**src/rtl/asrv32_console_tx.sv**
```systemverilog
// asrv32_console_tx: memory-mapped console/exit peripheral. Byte stores to TXDATA
// are queued in a FIFO and sent on a UART 8N1 line. A riscv-tests style exit word is latched.
// Latency: ack one cycle after a hit, with no wait states. The line starts its start bit the cycle after a pop.
// Backpressure: none on the bus. A TXDATA write to a full FIFO drops the byte and sets the sticky overflow flag.
//
// Ports:
//   clk, rst          clock and asynchronous active-high reset
//   i_stb_data        one-cycle bus request pulse
//   i_wr_en           1 = write, 0 = read
//   i_data_addr       byte address; window is BASE_ADDR[31:4]
//   i_data_in         write data
//   i_wr_mask         byte-lane write enables
//   o_data_out        registered read data, valid with o_ack
//   o_ack             registered acknowledge, one cycle after a hit
//   o_uart_tx         registered serial line, idle high
//   o_exit_valid      sticky, set by the first valid exit write
//   o_exit_code       exit word bits [31:1]
//   o_overflow        sticky, set when a TX byte was dropped
module asrv32_console_tx #(
  parameter logic [31:0] BASE_ADDR    = 32'h1000_0000,
  parameter int          FIFO_DEPTH   = 16,
  parameter int          CLKS_PER_BIT = 4
) (
  input  logic        clk,
  input  logic        rst,
  input  logic        i_stb_data,
  input  logic        i_wr_en,
  input  logic [31:0] i_data_addr,
  input  logic [31:0] i_data_in,
  input  logic [3:0]  i_wr_mask,
  output logic [31:0] o_data_out,
  output logic        o_ack,
  output logic        o_uart_tx,
  output logic        o_exit_valid,
  output logic [30:0] o_exit_code,
  output logic        o_overflow
);

  localparam int PW = $clog2(FIFO_DEPTH);
  localparam int BW = (CLKS_PER_BIT > 1) ? $clog2(CLKS_PER_BIT) : 1;
  localparam logic [BW-1:0] BAUD_LAST = BW'(CLKS_PER_BIT - 1);
  localparam logic [PW:0]   DEPTH_CNT = (PW + 1)'(FIFO_DEPTH);

  localparam logic [1:0] OFF_TXDATA = 2'd0;
  localparam logic [1:0] OFF_STATUS = 2'd1;
  localparam logic [1:0] OFF_EXIT   = 2'd2;

  typedef enum logic [1:0] {
    IDLE  = 2'd0,
    START = 2'd1,
    DATA  = 2'd2,
    STOP  = 2'd3
  } state_t;

  // FIFO storage and bookkeeping
  logic [7:0]    mem [FIFO_DEPTH];
  logic [PW-1:0] wptr;
  logic [PW-1:0] rptr;
  logic [PW:0]   count;

  // UART serialiser state
  state_t        state;
  logic [BW-1:0] baud;
  logic [2:0]    bitidx;
  logic [7:0]    shreg;

  logic       hit;
  logic [1:0] off;
  logic       fifo_empty;
  logic       fifo_full;
  logic       pop;
  logic       push_req;
  logic       push;
  logic       exit_wr;
  logic [7:0] cnt8;
  logic [31:0] status;
  logic       unused_addr_lsbs;

  // Registers are word-aligned, so the two low address bits take no part in decode.
  assign unused_addr_lsbs = &{1'b0, i_data_addr[1:0]};

  assign hit        = i_stb_data && (i_data_addr[31:4] == BASE_ADDR[31:4]);
  assign off        = i_data_addr[3:2];
  assign fifo_empty = (count == '0);
  assign fifo_full  = (count == DEPTH_CNT);

  // The serialiser takes the head while it idles. A push into a full FIFO is still
  // accepted when that same cycle frees a slot.
  assign pop      = (state == IDLE) && !fifo_empty;
  assign push_req = hit && i_wr_en && (off == OFF_TXDATA) && i_wr_mask[0];
  assign push     = push_req && (!fifo_full || pop);

  assign exit_wr  = hit && i_wr_en && (off == OFF_EXIT) && (i_wr_mask == 4'b1111)
                    && i_data_in[0] && !o_exit_valid;

  assign cnt8   = 8'(count);
  assign status = {16'h0000, cnt8, 4'h0, o_overflow, (state != IDLE), fifo_full, fifo_empty};

  // Bus response, sticky flags and exit latch
  always_ff @(posedge clk or posedge rst) begin
    if (rst) begin
      o_ack        <= 1'b0;
      o_data_out   <= '0;
      o_overflow   <= 1'b0;
      o_exit_valid <= 1'b0;
      o_exit_code  <= '0;
    end else begin
      o_ack <= hit;
      if (hit && !i_wr_en) begin
        case (off)
          OFF_STATUS: o_data_out <= status;
          OFF_EXIT:   o_data_out <= {o_exit_code, o_exit_valid};
          default:    o_data_out <= '0;
        endcase
      end else begin
        o_data_out <= '0;
      end
      if (push_req && !push) begin
        o_overflow <= 1'b1;
      end
      if (exit_wr) begin
        o_exit_valid <= 1'b1;
        o_exit_code  <= i_data_in[31:1];
      end
    end
  end

  // FIFO payload. The memory carries no reset because valid data is tracked only by count.
  always_ff @(posedge clk) begin
    if (push) begin
      mem[wptr] <= i_data_in[7:0];
    end
  end

  // Pointers wrap modulo depth. The count is one bit wider so that it can hold "full".
  always_ff @(posedge clk or posedge rst) begin
    if (rst) begin
      wptr  <= '0;
      rptr  <= '0;
      count <= '0;
    end else begin
      if (push) wptr <= wptr + 1'b1;
      if (pop)  rptr <= rptr + 1'b1;
      case ({push, pop})
        2'b10:   count <= count + 1'b1;
        2'b01:   count <= count - 1'b1;
        default: count <= count;
      endcase
    end
  end

  // UART 8N1 serialiser. o_uart_tx is loaded one cycle ahead of each bit period, so the
  // line changes on the same edge that the state does.
  always_ff @(posedge clk or posedge rst) begin
    if (rst) begin
      state     <= IDLE;
      baud      <= '0;
      bitidx    <= '0;
      shreg     <= '0;
      o_uart_tx <= 1'b1;
    end else begin
      case (state)
        IDLE: begin
          baud <= '0;
          if (!fifo_empty) begin
            shreg     <= mem[rptr];
            state     <= START;
            o_uart_tx <= 1'b0;
          end
        end
        START: begin
          if (baud == BAUD_LAST) begin
            baud      <= '0;
            bitidx    <= '0;
            state     <= DATA;
            o_uart_tx <= shreg[0];
          end else begin
            baud <= baud + BW'(1);
          end
        end
        DATA: begin
          if (baud == BAUD_LAST) begin
            baud <= '0;
            if (bitidx == 3'd7) begin
              state     <= STOP;
              o_uart_tx <= 1'b1;
            end else begin
              bitidx    <= bitidx + 3'd1;
              o_uart_tx <= shreg[bitidx + 3'd1];
            end
          end else begin
            baud <= baud + BW'(1);
          end
        end
        STOP: begin
          if (baud == BAUD_LAST) begin
            baud  <= '0;
            state <= IDLE;
          end else begin
            baud <= baud + BW'(1);
          end
        end
        default: begin
          state     <= IDLE;
          baud      <= '0;
          o_uart_tx <= 1'b1;
        end
      endcase
    end
  end

endmodule
```
**config.mk**
```make
export PLATFORM = sky130hd
export DESIGN_NAME = asrv32_console_tx
export DESIGN_NICKNAME = d
export VERILOG_FILES = /design/src/rtl/asrv32_console_tx.sv
export SDC_FILE = /design/constraint.sdc
export NUM_CORES = 1
export LEC_CHECK = 0
export ABC_AREA = 1
export BUFFER_PORTS_ARGS = -buffer_cell sky130_fd_sc_hd__buf_2
export CAP_MARGIN = 20
export CORE_UTILIZATION = 51
export DETAILED_ROUTE_END_ITERATION = 6
export PLACE_DENSITY_LB_ADDON = 0.2
export SLEW_MARGIN = 40
export SYNTH_ARGS = -nofsm -noshare
export SYNTH_HDL_FRONTEND = slang
export SYNTH_SLANG_ARGS = --single-unit
```
**constraint.sdc**
```tcl
create_clock -name clk -period 2.7 [get_ports clk]
set_input_delay 0.135 -clock clk [delete_from_list [all_inputs] [get_ports clk]]
set_output_delay 0.135 -clock clk [all_outputs]
set_load 0.02 [all_outputs]
```
== Word level (Yosys, flattened, before mapping) ==
Memories as Yosys holds them, arrays and structs flattened. A register that Yosys moved wholly into a read port is not among the register bits.
Cells that the tools add are included.

* Add/subtract/negate cells: 6
* $mul: 0
* Div/mod/pow operators: 0
* Order comparisons: 1
* Equal/unequal tests: 18
* Shift-type cells: 0
* Multiplexer cells: 24
* Bitwise operators: 1
* Reductions and logical operators: 30

{| class="wikitable"
|+ Operators with widths
! cell !! number
|-
| $pmux W32 S2 || 1
|-
| $mux W32 || 1
|-
| $eq A28 B25 Y1 const B || 1
|-
| $logic_and A1 B1 Y1 || 12
|-
| $mux W2 || 6
|-
| $ne A2 B2 Y1 const B || 6
|-
| $eq A2 B2 Y1 const B || 5
|-
| $pmux W5 S2 || 1
|-
| $mux W3 || 3
|-
| $add A4 B1 Y4 const B || 2
|-
| $pmux W2 S4 || 1
|-
| $reduce_and A4 Y1 || 2
|-
| $mux W1 || 7
|-
| $eq A2 B1 Y1 const B || 3
|-
| $pmux W3 S2 || 1
|-
| $reduce_bool A2 Y1 || 3
|-
| $add A5 B1 Y5 const B || 1
|-
| $eq A5 B5 Y1 const B || 1
|-
| $logic_not A1 Y1 || 5
|-
| $logic_not A5 Y1 || 1
|-
| $reduce_and A5 Y1 || 1
|-
| $sub A5 B1 Y5 const B || 1
|-
| $eq A4 B4 Y1 const B || 1
|-
| $logic_not A2 Y1 || 2
|-
| 12 further kinds || 12
|}

* Flip-flop bits (word level): 87
* Latch bits: 0
* Bits in writable memories: 128
* ROM bits: 0
* Input port bits: 72
* Output and inout bits: 67
* Logic and storage cells: 93
* Memories: 1

{| class="wikitable"
|+ Memory list
! name !! depth !! width !! read ports !! clocked after Yosys merged registers in !! write ports !! RTL line !! RTL
|-
| mem || 16 || 8 || 1 || 1 || 1 || 56 || <nowiki>logic [7:0] mem [FIFO_DEPTH];</nowiki>
|}

== Longest topological paths before layout ==
* Word-level depth: 8
* Gate-level depth with buffers: 19
* Depth with buffers taken out: 18

== Worst setup path before layout ==
No wires, ideal clock.

* Path type: register to register
* Start: reg count[2]
* End: reg count[4]
* Setup time: 121 ps
* Arrival time: 2461 ps
* Required time: 2579 ps
* Setup slack: 118 ps
* Stages on the path, launching flop included: 19
* Path buffers: 2
* Clock period less this slack: 2582 ps
* Cell sequence: dfrtp_1 > nor2_1 > nand2_1 > nor2_1 > inv_1 > nand2_2 > inv_1 > buf_2 > ha_1 > buf_2 > xor2_1 > ha_1 > inv_1 > nand2_1 > nand2_1 > o21ai_0 > a21oi_1 > o211ai_1 > nand2_1

* Longest elaborated chain between the ends: 7
* Elaborated cells between the ends (all ways): 13
* Those cells by class: 2 x add/sub; 3 x eq/ne; 1 x mux; 7 x reduce/logical

{| class="wikitable"
|+ Ends and longest elaborated chain
! element !! RTL line !! RTL
|-
| from (decl) || 59 || <nowiki>logic [PW:0] count;</nowiki>
|-
| from (signal assigned) || 145 || <nowiki>2'b10: count <= count + 1'b1;</nowiki>
|-
| from (signal assigned) || 146 || <nowiki>2'b01: count <= count - 1'b1;</nowiki>
|-
| from (signal assigned) || 147 || <nowiki>default: count <= count;</nowiki>
|-
| $logic_not A5 Y1 * || 84 || <nowiki>assign fifo_empty = (count == '0);</nowiki>
|-
| $logic_not A1 Y1 * || -- ||
|-
| $logic_and A1 B1 Y1 * || 89 || <nowiki>assign pop = (state == IDLE) && !fifo_empty;</nowiki>
|-
| named net pop || 71 || <nowiki>logic pop;</nowiki>
|-
| $logic_or A1 B1 Y1 || 91 || <nowiki>assign push = push_req && (!fifo_full || pop);</nowiki>
|-
| $logic_and A1 B1 Y1 || 91 ||
|-
| $eq A2 B1 Y1 / $eq A2 B2 Y1 (equally long branches) || 144 || <nowiki>case ({push, pop})</nowiki>
|-
| $pmux W5 S2 / $reduce_bool A2 Y1 (equally long branches) || -- ||
|}

The timed path passes the listed nets; every way through them passes the cells marked *.
A chain may end at the register's enable or synchronous reset.

== Worst setup path in the final report ==
* Start: reg state[0]
* End: reg count[4]

* Longest elaborated chain between the ends: 6
* Elaborated cells between the ends (all ways): 8
* Those cells by class: 2 x eq/ne; 1 x mux; 5 x reduce/logical

{| class="wikitable"
|+ Ends and longest elaborated chain
! element !! RTL line !! RTL
|-
| from (decl) || 62 || <nowiki>state_t state;</nowiki>
|-
| from (signal assigned) || 156 || <nowiki>state <= IDLE;</nowiki>
|-
| from (signal assigned) || 167 || <nowiki>state <= START;</nowiki>
|-
| from (signal assigned) || 175 || <nowiki>state <= DATA;</nowiki>
|-
| $logic_not A2 Y1 * || 89 ||
|-
| $logic_and A1 B1 Y1 * || 89 ||
|-
| $logic_or A1 B1 Y1 || 91 ||
|-
| $logic_and A1 B1 Y1 || 91 ||
|-
| $eq A2 B1 Y1 / $eq A2 B2 Y1 (equally long branches) || 144 ||
|-
| $pmux W5 S2 / $reduce_bool A2 Y1 (equally long branches) || -- ||
|}

Mark *: on every way between the ends. The rest lies on a longest branch, timed or not.

==> results.tsv <==
metric	value	unit
drive_gt1_frac	0.213	
drt-total-wl	20300	um
coreArea	18000	sq um
regArea	6220	sq um
slew_headroom	0.527	
crit_fanout	6	
synth_top_area_share	0.410	
via_count	6636	
firstDrtPassIters	6	
drt_iter0_markers	367	
cts_setup_buffers	0	
ys_top_cells_by_count	nor2_1, edfxtp_1, nand2_1	
fin_crit_sh	0.893	
hp-class	input port to flip-flop	
max-clock-path-buffers	3	
die-area	18900	sq um
met2_usage	0.369	
synth-edff-count	128	
syn-num-nets	959	
wire_per_inst	15.7	um
finalSetupViolations	0	
synthCells	869	
antenna_found_initial	0	
cts_max_level	1	
start_util	0.522	
fin_skew	14.2	ps
place_congestion	0.824	
r2r_setup_slack	290	ps
hpwl	13300	um
fp-row-count	49	
syn_to_final_growth	21.6	%
outcome	finished, final reports clean	
min_period	2410	ps
detail-route-antenna-nets	0	
max_freq	415	MHz
p_leak	4.99	nW
cts_tree	done	
drv_slew	0	
final_nets	1145	
io_buffers	136	
grt-ovfl-total	0	
cp-end-kind	flip-flop	
fillers	1362	
finalSetupTns	0	ps
grt_pass1_wl	32700	um
arrival	2850	ps
ioPinCount	139	
cts_buffers	23	
synthFlopType	edfxtp_1	
cts-root-buf	clkbuf_16	
yosysMostFrequentCell	nor2_1	
via_per_inst	5.12	
syn_avg_cell_area	10.8	sq um
cts.sinks	223	
synth.largest_area_cell	edfxtp_1	
worst_pin_slew	709	ps
cp.required	3140	ps
grt.total_usage	0.227	
clock_latency	510	ps
syn-cell-area	9380	sq um
hold_viol_final	0	
cap_violations	0	
rsz0062_at_grt	false	
synthTopCellsByArea	edfxtp_1, dfrtp_1, nor2_1	
grt_util_met3	0.0471	
crit_type	flip-flop to flip-flop	
start_kind	flip-flop	
power	6.91	mW
path_clk_slew	60	ps
die_h	138	um
met1_usage	0.310	
power-per-cell-area	606	nW/um^2
grt_max_degree	82	
ys_ff_latch	223	
die_x	138	um
grt-busiest-layer	met2	
yosysWarningCount	0	
synth_seq_area_share	0.664	
synth_cell_type_count	37	
synthArstFlopShare	0.426	
drc	0	
ir_worst_vdd	0.000503	V
multi_input_area	2610	sq um
grt_pass1_vias	6452	
num_antenna_cells	0	
[where the power goes]
group | total, mW | switching (mW) | internal (mW)
registers | 3.68 | 0.0250 | 3.65
logic | 0.232 | 0.131 | 0.101
clock network | 3.00 | 1.23 | 1.77
total | 6.91 | 1.39 | 5.52
[flip-flops by register name, summed over array words and instances, names as in the netlist, 2 cells and up]
register and cells:
state 2, count 5, o_exit_code 31, shreg 8, baud 2, wptr 4
rptr 4, mem 128, o_data_out 32, bitidx 3
[per-stage QoR]
| step | util | worst slack, ps | instance area (sq um) | instances | hold WS [ps] |
|---|---|---|---|---|---|
| floorplan | - | 89.6 | 9380 | 869 | 234 |
| finish | 0.635 | 289 | 11400 | 1297 | 28.9 |
| global route | 0.635 | 42.4 | 11400 | 1297 | 30.9 |
| global placement | 0.581 | 288 | 10400 | 1233 | 372 |
| CTS | 0.635 | 192 | 11400 | 1297 | 20.3 |
| detailed placement | 0.581 | 205 | 10400 | 1233 | 316 |
[worst max-delay path: stages (launching register included)]
cell	delay, ps
dfrtp_1	400
inv_1	110
ha_1	200
inv_1	70
nand2_1	160
nand4_4	120
ha_1	210
buf_4	160
nand2_1	60
inv_1	40
nor2_1	200
nand2_1	110
o21ai_1	190
a21oi_1	110
o21ai_0	80
nand2_1	70
nand2_1	50
[metal layers]
metal | up-vias | routed length, um
li1 | 3269 | -
met1 | 3119 | 8730
met2 | 219 | 9740
met3 | 29 | 1510
met4 | 0 | 342
met5 | - | 0
[final cells by class]
| cell class | instances | share of cell area |
|---|---|---|
| flip-flops and latches | 223 | 0.546 |
| multi-input cells | 518 | 0.229 |
| repair buffers | 199 | 0.108 |
| clock buffers | 34 | 0.0576 |
| inverters | 90 | 0.0305 |
| well taps | 229 | 0.0251 |
| clock inverters | 4 | 0.00461 |
[timing repair]
item | CTS | global route
hold buffers | 26 | 0
setup endpoints to repair | 0 | 1
endpoints found under the hold margin | 105 | 0
resized for setup | 0 | 1
[kinds of logic (layout without fill, tap and decap cells)]
kind of cell / Yosys count / after routing / share of synthesized area
and+or+nand+nor: 330 / 330 / 0.145
adders and majority gates: 18 / 18 / 0.0240
AOI/OAI and AO/OA: 162 / 162 / 0.102
DFF: 223 / 223 / 0.664
buffers and inverters: 128 / 327 / 0.0583
xor gates and xnor gates: 8 / 8 / 0.00747
[path summary, 6_finish.rpt]
kind,from,to,depth (start not counted)
worst min-delay path,i_data_in[6],mem[14][6],1
worst max-delay path,state[0],count[4],16
min in group asynchronous,rst,o_exit_code[14],3
worst min register to register,baud[0],baud[0],1
max in group asynchronous,rst,rptr[0],4
worst max register to register,state[0],count[4],16
[cell usage in the layout (no fill, tap or decap), types with 3 or more instances in the layout]
master,n
o211ai_1,24
o21ai_2,9
nand3_2,3
nand2_1,127
buf_2,136
o21ai_0,83
clkbuf_1,7
nand2_2,4
nor2_1,163
xor2_1,6
a22oi_1,3
ha_1,18
clkbuf_8,4
dlygate4sd3_1,26
o21ai_1,23
a21oi_1,9
nor3_1,3
nand3_1,23
o221ai_1,9
clkbuf_16,23
dfrtp_1,93
buf_4,36
inv_1,85
edfxtp_1,128
(Power assumes the default switching activity.)
